==> src/rtl/tetris_input_pkg.sv <==
// Shared definitions for the keyboard front end.
// Holds the game-key index, PS/2 scan-code constants, the event encoding,
// the prefix FSM state type and the key -> event mapping helper.
package tetris_input_pkg;

  typedef enum logic [2:0] {
    KeyNewGame = 3'd0,
    KeyRotate  = 3'd1,
    KeyLeft    = 3'd2,
    KeyRight   = 3'd3,
    KeyDown    = 3'd4
  } key_e;

  localparam int unsigned NumKeys = 5;

  localparam logic [7:0] SC_EXT      = 8'hE0;
  localparam logic [7:0] SC_BRK      = 8'hF0;
  localparam logic [7:0] SC_PAUSE    = 8'hE1;
  localparam logic [7:0] SC_NEW_GAME = 8'h31;
  localparam logic [7:0] SC_ROTATE   = 8'h75;
  localparam logic [7:0] SC_LEFT     = 8'h6B;
  localparam logic [7:0] SC_RIGHT    = 8'h74;
  localparam logic [7:0] SC_DOWN     = 8'h72;

  // Event codes seen by the downstream CDC stage; zero is never queued.
  localparam logic [2:0] EV_NONE     = 3'd0;
  localparam logic [2:0] EV_NEW_GAME = 3'd1;
  localparam logic [2:0] EV_ROTATE   = 3'd2;
  localparam logic [2:0] EV_LEFT     = 3'd3;
  localparam logic [2:0] EV_RIGHT    = 3'd4;
  localparam logic [2:0] EV_DOWN     = 3'd5;

  typedef enum logic [2:0] {
    StIdle,
    StExt,
    StBrk,
    StExtBrk,
    StPause
  } prefix_state_e;

  // Bytes swallowed after the E1 that opens the Pause/Break sequence.
  localparam logic [2:0] PAUSE_SKIP = 3'd7;

  function automatic logic [2:0] key_to_event(key_e k);
    logic [2:0] ev;
    unique case (k)
      KeyNewGame: ev = EV_NEW_GAME;
      KeyRotate:  ev = EV_ROTATE;
      KeyLeft:    ev = EV_LEFT;
      KeyRight:   ev = EV_RIGHT;
      KeyDown:    ev = EV_DOWN;
      default:    ev = EV_NONE;
    endcase
    return ev;
  endfunction

endpackage

==> src/rtl/ps2_key_event_decoder_event_sfifo.sv <==
// Synchronous FIFO with count-based full/empty.
// Ports: i_clk/i_rst (async active-high) clock and reset, i_flush empties the
// queue, i_push/i_data write side (ignored when full), i_pop read side
// (ignored when empty), o_data registered head, o_empty/o_full status.
module event_sfifo #(
  parameter int unsigned WIDTH = 3,
  parameter int unsigned DEPTH = 8
) (
  input  logic             i_clk,
  input  logic             i_rst,
  input  logic             i_flush,
  input  logic             i_push,
  input  logic [WIDTH-1:0] i_data,
  input  logic             i_pop,
  output logic [WIDTH-1:0] o_data,
  output logic             o_empty,
  output logic             o_full
);

  localparam int unsigned PtrW = (DEPTH > 1) ? $clog2(DEPTH) : 1;
  localparam int unsigned CntW = PtrW + 1;
  localparam logic [CntW-1:0] FullCnt = CntW'(DEPTH);

  logic [WIDTH-1:0] r_mem [DEPTH];
  logic [PtrW-1:0]  r_wr;
  logic [PtrW-1:0]  r_rd;
  logic [CntW-1:0]  r_cnt;
  logic             w_push_ok;
  logic             w_pop_ok;

  // Full is judged on the pre-edge count, so a same-cycle pop never makes room.
  assign w_push_ok = i_push && (r_cnt != FullCnt);
  assign w_pop_ok  = i_pop && (r_cnt != '0);

  always_ff @(posedge i_clk or posedge i_rst) begin
    if (i_rst) begin
      r_wr  <= '0;
      r_rd  <= '0;
      r_cnt <= '0;
      for (int i = 0; i < int'(DEPTH); i++) begin
        r_mem[i] <= '0;
      end
    end else if (i_flush) begin
      // Collapse onto the read pointer so the visible head stays put.
      r_wr  <= r_rd;
      r_cnt <= '0;
    end else begin
      if (w_push_ok) begin
        r_mem[r_wr] <= i_data;
        r_wr        <= r_wr + PtrW'(1);
      end
      if (w_pop_ok) begin
        r_rd <= r_rd + PtrW'(1);
      end
      if (w_push_ok && !w_pop_ok) begin
        r_cnt <= r_cnt + CntW'(1);
      end else if (!w_push_ok && w_pop_ok) begin
        r_cnt <= r_cnt - CntW'(1);
      end
    end
  end

  assign o_data  = r_mem[r_rd];
  assign o_empty = (r_cnt == '0);
  assign o_full  = (r_cnt == FullCnt);

endmodule

==> src/rtl/ps2_key_event_decoder.sv <==
// PS/2 scan-code decoder for the five game keys.
// Parses E0/F0/E1 prefixes, tracks held keys, suppresses keyboard typematic,
// generates its own auto-repeat and queues events for the consumer.
// Ports: ps2_clk/rst clock and async active-high reset; ps2_key_data_i and
// ps2_key_data_en_i incoming bytes; flush_i clears queue/held/repeat state;
// event_o/event_valid_o/event_ready_i output queue handshake; held_keys_o
// held state per key; overflow_cnt_o saturating count of dropped events.
module ps2_key_event_decoder
  import tetris_input_pkg::*;
#(
  parameter int unsigned FIFO_DEPTH    = 8,
  parameter int unsigned REPEAT_DELAY  = 750000,
  parameter int unsigned REPEAT_PERIOD = 150000,
  parameter logic [4:0]  REPEAT_MASK   = 5'b11100,
  parameter int unsigned OVF_W         = 8
) (
  input  logic             ps2_clk,
  input  logic             rst,
  input  logic [7:0]       ps2_key_data_i,
  input  logic             ps2_key_data_en_i,
  input  logic             flush_i,
  input  logic             event_ready_i,
  output logic [2:0]       event_o,
  output logic             event_valid_o,
  output logic [4:0]       held_keys_o,
  output logic [OVF_W-1:0] overflow_cnt_o
);

  localparam logic [OVF_W-1:0] OvfOne = OVF_W'(1);

  prefix_state_e    r_state;
  prefix_state_e    w_state_d;
  logic [2:0]       r_skip;
  logic [2:0]       w_skip_d;
  logic             w_make;
  logic             w_brk;
  logic             w_ext;
  logic             w_hit;
  key_e             w_key;

  logic [4:0]       r_held;
  logic             r_push;
  logic [2:0]       r_push_ev;
  logic             r_rep_active;
  logic             r_pending;
  key_e             r_rep_key;
  logic [31:0]      r_timer;
  logic [OVF_W-1:0] r_ovf;

  logic             w_push;
  logic [2:0]       w_push_data;
  logic             w_pop;
  logic             w_empty;
  logic             w_full;

  // Prefix FSM state register.
  always_ff @(posedge ps2_clk or posedge rst) begin
    if (rst) begin
      r_state <= StIdle;
      r_skip  <= '0;
    end else if (flush_i) begin
      r_state <= StIdle;
      r_skip  <= '0;
    end else begin
      r_state <= w_state_d;
      r_skip  <= w_skip_d;
    end
  end

  // Next state and make/break classification of the current byte.
  always_comb begin
    w_state_d = r_state;
    w_skip_d  = r_skip;
    w_make    = 1'b0;
    w_brk     = 1'b0;
    w_ext     = 1'b0;
    if (ps2_key_data_en_i) begin
      unique case (r_state)
        StIdle: begin
          if (ps2_key_data_i == SC_EXT) begin
            w_state_d = StExt;
          end else if (ps2_key_data_i == SC_BRK) begin
            w_state_d = StBrk;
          end else if (ps2_key_data_i == SC_PAUSE) begin
            w_state_d = StPause;
            w_skip_d  = PAUSE_SKIP;
          end else begin
            w_make = 1'b1;
          end
        end
        StExt: begin
          if (ps2_key_data_i == SC_BRK) begin
            w_state_d = StExtBrk;
          end else begin
            w_make    = 1'b1;
            w_ext     = 1'b1;
            w_state_d = StIdle;
          end
        end
        StBrk: begin
          w_brk     = 1'b1;
          w_state_d = StIdle;
        end
        StExtBrk: begin
          w_brk     = 1'b1;
          w_ext     = 1'b1;
          w_state_d = StIdle;
        end
        StPause: begin
          w_skip_d = r_skip - 3'd1;
          if (r_skip <= 3'd1) begin
            w_state_d = StIdle;
          end
        end
        default: w_state_d = StIdle;
      endcase
    end
  end

  // Key map on (ext, code).
  always_comb begin
    w_hit = 1'b1;
    w_key = KeyNewGame;
    if (!w_ext && ps2_key_data_i == SC_NEW_GAME) begin
      w_key = KeyNewGame;
    end else if (w_ext && ps2_key_data_i == SC_ROTATE) begin
      w_key = KeyRotate;
    end else if (w_ext && ps2_key_data_i == SC_LEFT) begin
      w_key = KeyLeft;
    end else if (w_ext && ps2_key_data_i == SC_RIGHT) begin
      w_key = KeyRight;
    end else if (w_ext && ps2_key_data_i == SC_DOWN) begin
      w_key = KeyDown;
    end else begin
      w_hit = 1'b0;
    end
  end

  // Held state, registered decode push and auto-repeat timer.
  always_ff @(posedge ps2_clk or posedge rst) begin
    if (rst) begin
      r_held       <= '0;
      r_push       <= 1'b0;
      r_push_ev    <= EV_NONE;
      r_rep_active <= 1'b0;
      r_pending    <= 1'b0;
      r_rep_key    <= KeyNewGame;
      r_timer      <= '0;
    end else if (flush_i) begin
      r_held       <= '0;
      r_push       <= 1'b0;
      r_rep_active <= 1'b0;
      r_pending    <= 1'b0;
      r_timer      <= '0;
    end else begin
      r_push <= 1'b0;
      // A pending repeat drains on any cycle the decoder is not pushing.
      if (r_pending && !r_push) begin
        r_pending <= 1'b0;
      end
      if (r_rep_active) begin
        if (r_timer == '0) begin
          r_pending <= 1'b1;
          // The zero cycle counts toward the period.
          r_timer   <= REPEAT_PERIOD - 32'd1;
        end else begin
          r_timer <= r_timer - 32'd1;
        end
      end
      if (w_make && w_hit && !r_held[w_key]) begin
        r_held[w_key] <= 1'b1;
        r_push        <= 1'b1;
        r_push_ev     <= key_to_event(w_key);
        if (REPEAT_MASK[w_key]) begin
          r_rep_key    <= w_key;
          r_timer      <= REPEAT_DELAY;
          r_rep_active <= 1'b1;
          r_pending    <= 1'b0;
        end
      end
      if (w_brk && w_hit) begin
        r_held[w_key] <= 1'b0;
        if (w_key == r_rep_key) begin
          r_rep_active <= 1'b0;
          r_pending    <= 1'b0;
        end
      end
    end
  end

  assign w_push      = r_push || r_pending;
  assign w_push_data = r_push ? r_push_ev : key_to_event(r_rep_key);
  assign w_pop       = event_valid_o && event_ready_i;

  always_ff @(posedge ps2_clk or posedge rst) begin
    if (rst) begin
      r_ovf <= '0;
    end else if (!flush_i && w_push && w_full && (r_ovf != {OVF_W{1'b1}})) begin
      r_ovf <= r_ovf + OvfOne;
    end
  end

  event_sfifo #(
    .WIDTH (3),
    .DEPTH (FIFO_DEPTH)
  ) u_fifo (
    .i_clk   (ps2_clk),
    .i_rst   (rst),
    .i_flush (flush_i),
    .i_push  (w_push),
    .i_data  (w_push_data),
    .i_pop   (w_pop),
    .o_data  (event_o),
    .o_empty (w_empty),
    .o_full  (w_full)
  );

  assign event_valid_o  = !w_empty;
  assign held_keys_o    = r_held;
  assign overflow_cnt_o = r_ovf;

endmodule
==> config.mk <==
export PLATFORM = sky130hd
export DESIGN_NAME = ps2_key_event_decoder
export DESIGN_NICKNAME = d
export VERILOG_FILES = /design/src/rtl/tetris_input_pkg.sv /design/src/rtl/ps2_key_event_decoder_event_sfifo.sv /design/src/rtl/ps2_key_event_decoder.sv
export SDC_FILE = /design/constraint.sdc
export NUM_CORES = 1
export LEC_CHECK = 0
export CAP_MARGIN = 20
export CORE_MARGIN = 2
export CORE_UTILIZATION = 40
export CTS_BUF_LIST = sky130_fd_sc_hd__clkbuf_2
export CTS_CLUSTER_DIAMETER = 150
export DETAILED_ROUTE_END_ITERATION = 6
export MAX_ROUTING_LAYER = met4
export PLACE_DENSITY_LB_ADDON = 0.15
export SETUP_SLACK_MARGIN = 0.2
export SYNTH_ARGS = -nofsm -noshare
export SYNTH_HDL_FRONTEND = slang
export SYNTH_SLANG_ARGS = --single-unit
==> constraint.sdc <==
create_clock -name ps2_clk -period 3.3 [get_ports ps2_clk]
set_input_delay 0.66 -clock ps2_clk [delete_from_list [all_inputs] [get_ports ps2_clk]]
set_output_delay 0.66 -clock ps2_clk [all_outputs]
set_load 0.01 [all_outputs]
; Word level (Yosys, flattened, before mapping)
; Memory sizes are Yosys's and may differ from the RTL's.
; Index checks and enable logic that the tools add are counted.
; Widths: inputs -> output; s select.
[op_classes]
bitwise = 6
muxes = 77
reduce_logical = 44
n_addsub = 7
eq_ne = 29
n_lt_le_gt_ge = 6
[op_table]
columns = cell, count
row1 = $mux 32, 5
row2 = $mux 3, 22
row3 = $eq 8x7->1 const B, 4
row4 = $logic_not 32->1, 1
row5 = $sub 32x1->32 const B, 1
row6 = $mux 1, 31
row7 = $pmux 3 s5, 2
row8 = $bwmux 24, 1
row9 = $eq 8x8->1 const B, 3
row10 = $mux 5, 4
row11 = $logic_and 1x1->1, 19
row12 = $eq 3x2->1 const B, 6
row13 = $mux 4, 3
row14 = $ne 3x3->1 const B, 4
row15 = $bmux 3 s3, 1
row16 = $demux 3 s3, 1
row17 = $eq 3x1->1 const B, 3
row18 = $eq 3x3->1 const B, 3
row19 = $logic_not 3->1, 3
row20 = $pmux 3 s3, 1
row21 = $add 8x1->8 const B, 1
row22 = $eq 8x6->1 const B, 1
row23 = $ge 4x4->1 const B, 2
row24 = $ne 8x8->1 const B, 1
row25 = other kinds (32), 46
[totals]
output_inout_bits = 17
elab_cells = 191
reg_bits = 94
romBits = 8
memories = 1
[mem_list]
columns = name, words, word_bits, read_ports, rd_clocked_by_memory_dff, write_ports, line_no
row1 = (name not given), 8, 1, 1, 0, 0, ps2_key_event_decoder.sv:174  ; if (REPEAT_MASK[w_key]) begin

; Longest topological paths before layout
[depth]
word_depth = 20
mapped_depth = 9
ltp_nobuf = 8

; Modules after synthesis
; From an unflattened synthesis, not the netlist that was laid out.
[hier_totals]
hier_cells = 523
hier_area_um2 = 5405.2
[modules_own_cells]
columns = module, area_each_um2, seq_area_each_um2, instances, cells_each
row1 = ps2_key_event_decoder, 3619.7, 1501.4, 1, 386
row2 = event_sfifo, 1785.5, 850.8, 1, 137

; Least setup slack after synthesis
; OpenSTA, ideal clock, no wires.
[synth_timing]
kind = input to register
from = input port ps2_key_data_i[1]
to = register r_push_ev[0]
cell_stages = 7
arrival_time_ns = 2.591
path_buffers = 2
t_required_ns = 3.220
path_slack_ns = 0.630
path_cell_list = clkbuf_1 -> or3_1 -> clkbuf_1 -> o311ai_1 -> a211oi_1 -> o21ai_1 -> mux2i_1
[synth_between]
elab_chain_cells = 15
word_cells_on_any_way = 44
cone_classes = eq/ne: 12 / mux: 21 / reduce/logical: 11
[synth_lines]
columns = element, line_no
row1 = from (decl), ps2_key_event_decoder.sv:19  ; input logic [7:0] ps2_key_data_i,
row2 = $eq 8x8->1, "ps2_key_event_decoder.sv:82, ps2_key_event_decoder.sv:92"
row3 = $mux 1, ps2_key_event_decoder.sv:92  ; if (ps2_key_data_i == SC_BRK) begin
row4 = $pmux 1 s2, ps2_key_event_decoder.sv:78  ; unique case (r_state)
row5 = $mux 1, ps2_key_event_decoder.sv:77  ; if (ps2_key_data_en_i) begin
row6 = $logic_and 1x1->1, ps2_key_event_decoder.sv:132  ; end else if (w_ext && ps2_key_data_i == SC_DOWN) begin
row7 = $mux 3, ps2_key_event_decoder.sv:132
row8 = $mux 3, ps2_key_event_decoder.sv:130  ; end else if (w_ext && ps2_key_data_i == SC_RIGHT) begin
row9 = $mux 3, ps2_key_event_decoder.sv:128  ; end else if (w_ext && ps2_key_data_i == SC_LEFT) begin
row10 = $mux 3, ps2_key_event_decoder.sv:126  ; end else if (w_ext && ps2_key_data_i == SC_ROTATE) begin
row11 = $mux 3, ps2_key_event_decoder.sv:124  ; if (!w_ext && ps2_key_data_i == SC_NEW_GAME) begin
row12 = $bmux 1 s3, ps2_key_event_decoder.sv:170  ; if (w_make && w_hit && !r_held[w_key]) begin
row13 = $mux 1 (implied by the code), ps2_key_event_decoder.sv:170
row14 = $logic_not 1->1, ps2_key_event_decoder.sv:170
row15 = $logic_and 1x1->1, ps2_key_event_decoder.sv:170
row16 = $reduce_and 2->1 (no source line), -
row17 = to (signal assigned), ps2_key_event_decoder.sv:173  ; r_push_ev <= key_to_event(w_key);
row18 = to (decl), ps2_key_event_decoder.sv:43  ; logic [2:0] r_push_ev;
; Several ways; a longest one is shown, not always the timed one. The select of a mux whose other input is x is not followed.
; A chain may end at the register's enable or synchronous reset.

; Final worst setup path
[layout_timing]
from = register u_fifo.r_rd[0]
to = output port event_o[1]
[layout_between]
elab_chain_cells = 4
[layout_lines]
columns = element, line_no
row1 = from (decl), ps2_key_event_decoder_event_sfifo.sv:26  ; logic [PtrW-1:0] r_rd;
row2 = from (signal assigned), ps2_key_event_decoder_event_sfifo.sv:53  ; r_rd <= r_rd + PtrW'(1);
row3 = $not 3->4 (implied by the code), ps2_key_event_decoder_event_sfifo.sv:63  ; assign o_data = r_mem[r_rd];
row4 = $bmux 3 s3, ps2_key_event_decoder_event_sfifo.sv:63
row5 = $mux 3 (implied by the code) (2 in series), ps2_key_event_decoder_event_sfifo.sv:63
row6 = to (decl), ps2_key_event_decoder.sv:23  ; output logic [2:0] event_o,
; Every way passes these cells. The select of a mux whose other input is x is not followed.

==> impl_metrics.toml <==
[critical_path]
max_stage_delay_ns = 0.49
reg2reg_depth = 6
critPathRequiredTime_ns = 2.64
cp-start-kind = "register"
end_kind = "primary output"
worstSetupPathType = "register to primary output"
crit_buf_inv = 2
worst_ep_arrival_time_ns = 2.30
path_cells = "buf_4 -> mux4_2 -> mux2_2 -> dlygate4sd2_1"
r2r_setup_slack_ns = 0.52
cp_max_fo = 5
cp_top_family = "multiplexers"
timing.rr.start = "r_timer[11]"
r2r-end = "r_timer[25]"
cp_slowest_cell = "dfrtp_2"

[die]
die_h_um = 117.2
die-area_mm2 = 0.01373
rows = 41
die_w_um = 117.2
start_util = 0.4076
core_area_mm2 = 0.01257
io_pins = 30

[clock_tree]
cts_max_level = 3
cts_tree = "yes"
clk_path_buf_depth = 2
root_buffer = "clkbuf_2"
ctsHoldBuffers = 0
clk_latency_ns = 0.61
cts_made_buffers = 9
clock_sinks = 94
cts.clk_slew.worst_paths_ns = 0.30

[finish]
drive_gt1_frac = 0.1707
layout.nets = 556
syn_to_final_growth_pct = 14.56
num-fill-cells = 1229
num_antenna_cells = 0

[grt]
grt_max_degree = 54
grt_pass1_wl_um = 19550
antenna_found_initial = 0
track_usage = 0.1893
grt_pass1_vias = 3875
overflow = 0

[pwr]
ir_worst_vdd_mv = 0.3725
power.density_mw_per_mm2 = 418.3
leakagePower_nw = 2.623

[route]
vias = 3874
wire_per_inst_um = 16.14
via_per_inst = 5.449
ant_nets = 0
drt-total-wl_um = 11480
drt_iter0_markers = 193
drc = 0
drtPass1Iterations = 4

[sta]
setup_violations = 0
fin_crit_sh = 0.8957
fin_skew_ns = 0.03257
worst_slew_pin_slew_ns = 0.9716
relSlewSlack = 0.3467
min_period_ns = 2.956
fin_setup_tns_ns = 0
final-max-slew-violation-count = 0
setup_slack_ns = 0.3441
hold_viol_final = 0
finalHoldWorstSlack_ns = 0.4116
rsz0062_at_grt = "no"
max_freq_ghz = 0.3383

[yosys]
yosys.area.top_type = "dfrtp_1"
ys_top_cells_by_area = "dfrtp_1 46%, mux2_2 6.8%, xnor2_1 5.1%"
yosys-top-cells-count = "94 x dfrtp_1, 46 x nor2_1, 31 x mux2_2, 30 x xnor2_1, 23 x a21oi_1"
yosysTopAreaCellShare = 0.4592
avgSynthCellArea_um2 = 10.43
synth_seq_cells = 94
async_flop_share = 1.000
synth.most_common_cell = "dfrtp_1"
ys_seq_area_frac = 0.4592
synthesis.nets = 513
syn_area_mm2 = 0.005122
syn_inst = 491
ys.flop_type = "dfrtp_1"
ys_warn_count = 0
synth_enable_flop_cells = 0
ys_types = 66

[place]
place.gp.congestion = 0.8332
dpl.hpwl_um = 8086
dp_slack_ns = 0.1892
portBuffers = 29

[run]
drv_cap = 0

[outcome]
status = "complete, no violations"

[hold_path]
min-delay-path-class = "input pin to asynchronous set/reset pin"
final cells by class:
| type | count | area, um2 | area share |
|---|---|---|---|
| clock inverters | 7 | 92.59 | 0.01578 |
| multi-input cells | 359 | 2618 | 0.4461 |
| inverters | 18 | 71.32 | 0.01215 |
| clock buffers | 9 | 45.04 | 0.007676 |
| well taps | 172 | 215.2 | 0.03667 |
| repair buffers | 52 | 471.7 | 0.08038 |
| flip-flops and latches | 94 | 2355 | 0.4013 |
per-layer routing:
metal / vias up / track usage / share of wire
met5: - / - / 0
met1: 1903 / 0.2601 / 0.49
met3: 11 / 0.03038 / 0.027
met2: 61 / 0.2881 / 0.47
li1: 1899 / - / -
met4: 0 / 0.06118 / 0.013
how the worst max path moves through the flow:
stage / end / start / cells after the start
after CTS: event_o[1] / u_fifo.r_rd[0] / 4
final: event_o[1] / u_fifo.r_rd[0] / 4
after global placement: r_rep_key[1] / ps2_key_data_i[3] / 6
after global routing: event_o[1] / u_fifo.r_rd[0] / 4
after floorplan: r_push_ev[0] / ps2_key_data_i[1] / 7
after detailed placement: r_rep_key[1] / ps2_key_data_i[3] / 6
timing repair:
action,4_1_cts,5_1_grt
hold endpoints to repair,0,0
cloned,0,0
endpoints found under the setup margin,3,1
setup buffers,4,2
pin swaps,0,0
resized for setup,5,0
stage by stage:
stage / total power, mW / instances / instance area (um2) / utilization
2_1_floorplan: 1.636 / 491 / 5126 / -
3_3_place_gp: 1.753 / 689 / 5687 / 0.4525
3_5_place_dp: 1.768 / 689 / 5687 / 0.4525
4_1_cts: 2.469 / 709 / 5853 / 0.4657
5_1_grt: 2.609 / 711 / 5868 / 0.4669
6_report: 2.455 / 711 / 5868 / 0.4669
report_power, final:
group | internal (mW) | total, mW | switching [mW]
Sequential | 1.21 | 1.32 | 0.110
Combinational | 0.268 | 0.480 | 0.212
Clock | 0.195 | 0.651 | 0.457
cell families (layout without fill, tap and decap cells):
| family | count (synthesis) | count (layout) | synth area share |
|---|---|---|---|
| flops | 94 | 94 | 0.4592 |
| fa+ha+maj | 9 | 9 | 0.02345 |
| xor+xnor | 41 | 41 | 0.07010 |
| buf+inv | 38 | 86 | 0.02980 |
| mux | 45 | 45 | 0.1102 |
| compound gates | 81 | 81 | 0.1072 |
| simple gates | 183 | 183 | 0.2001 |
registers in the layout, summed over array words and instances (netlist names):
| signal | count |
|---|---|
| held_keys_o | 5 |
| overflow_cnt_o | 8 |
| r_pending | 1 |
| r_push | 1 |
| r_push_ev | 3 |
| r_rep_active | 1 |
| r_rep_key | 3 |
| r_skip | 3 |
| r_state | 3 |
| r_timer | 32 |
| u_fifo.r_cnt | 4 |
| u_fifo.r_mem | 24 |
| u_fifo.r_rd | 3 |
| u_fifo.r_wr | 3 |
placed cells by master, fill, tap and decap left out, drive strengths merged, types with 7 or more instances in the layout:
cell type	Yosys	layout
mux2i	8	8
xor2	11	11
buf	4	23
nand2	20	20
inv	17	19
nand4	7	7
clkdlybuf4s50	0	26
nand3	11	11
a21oi	23	23
or3	9	9
clkbuf	16	9
nor2	46	46
o21ai	13	13
nor3	19	19
xnor2	30	30
nor4	17	17
dfrtp	94	94
mux2	31	31
ha	8	8
Note: power is estimated with default switching activity, not from simulation.
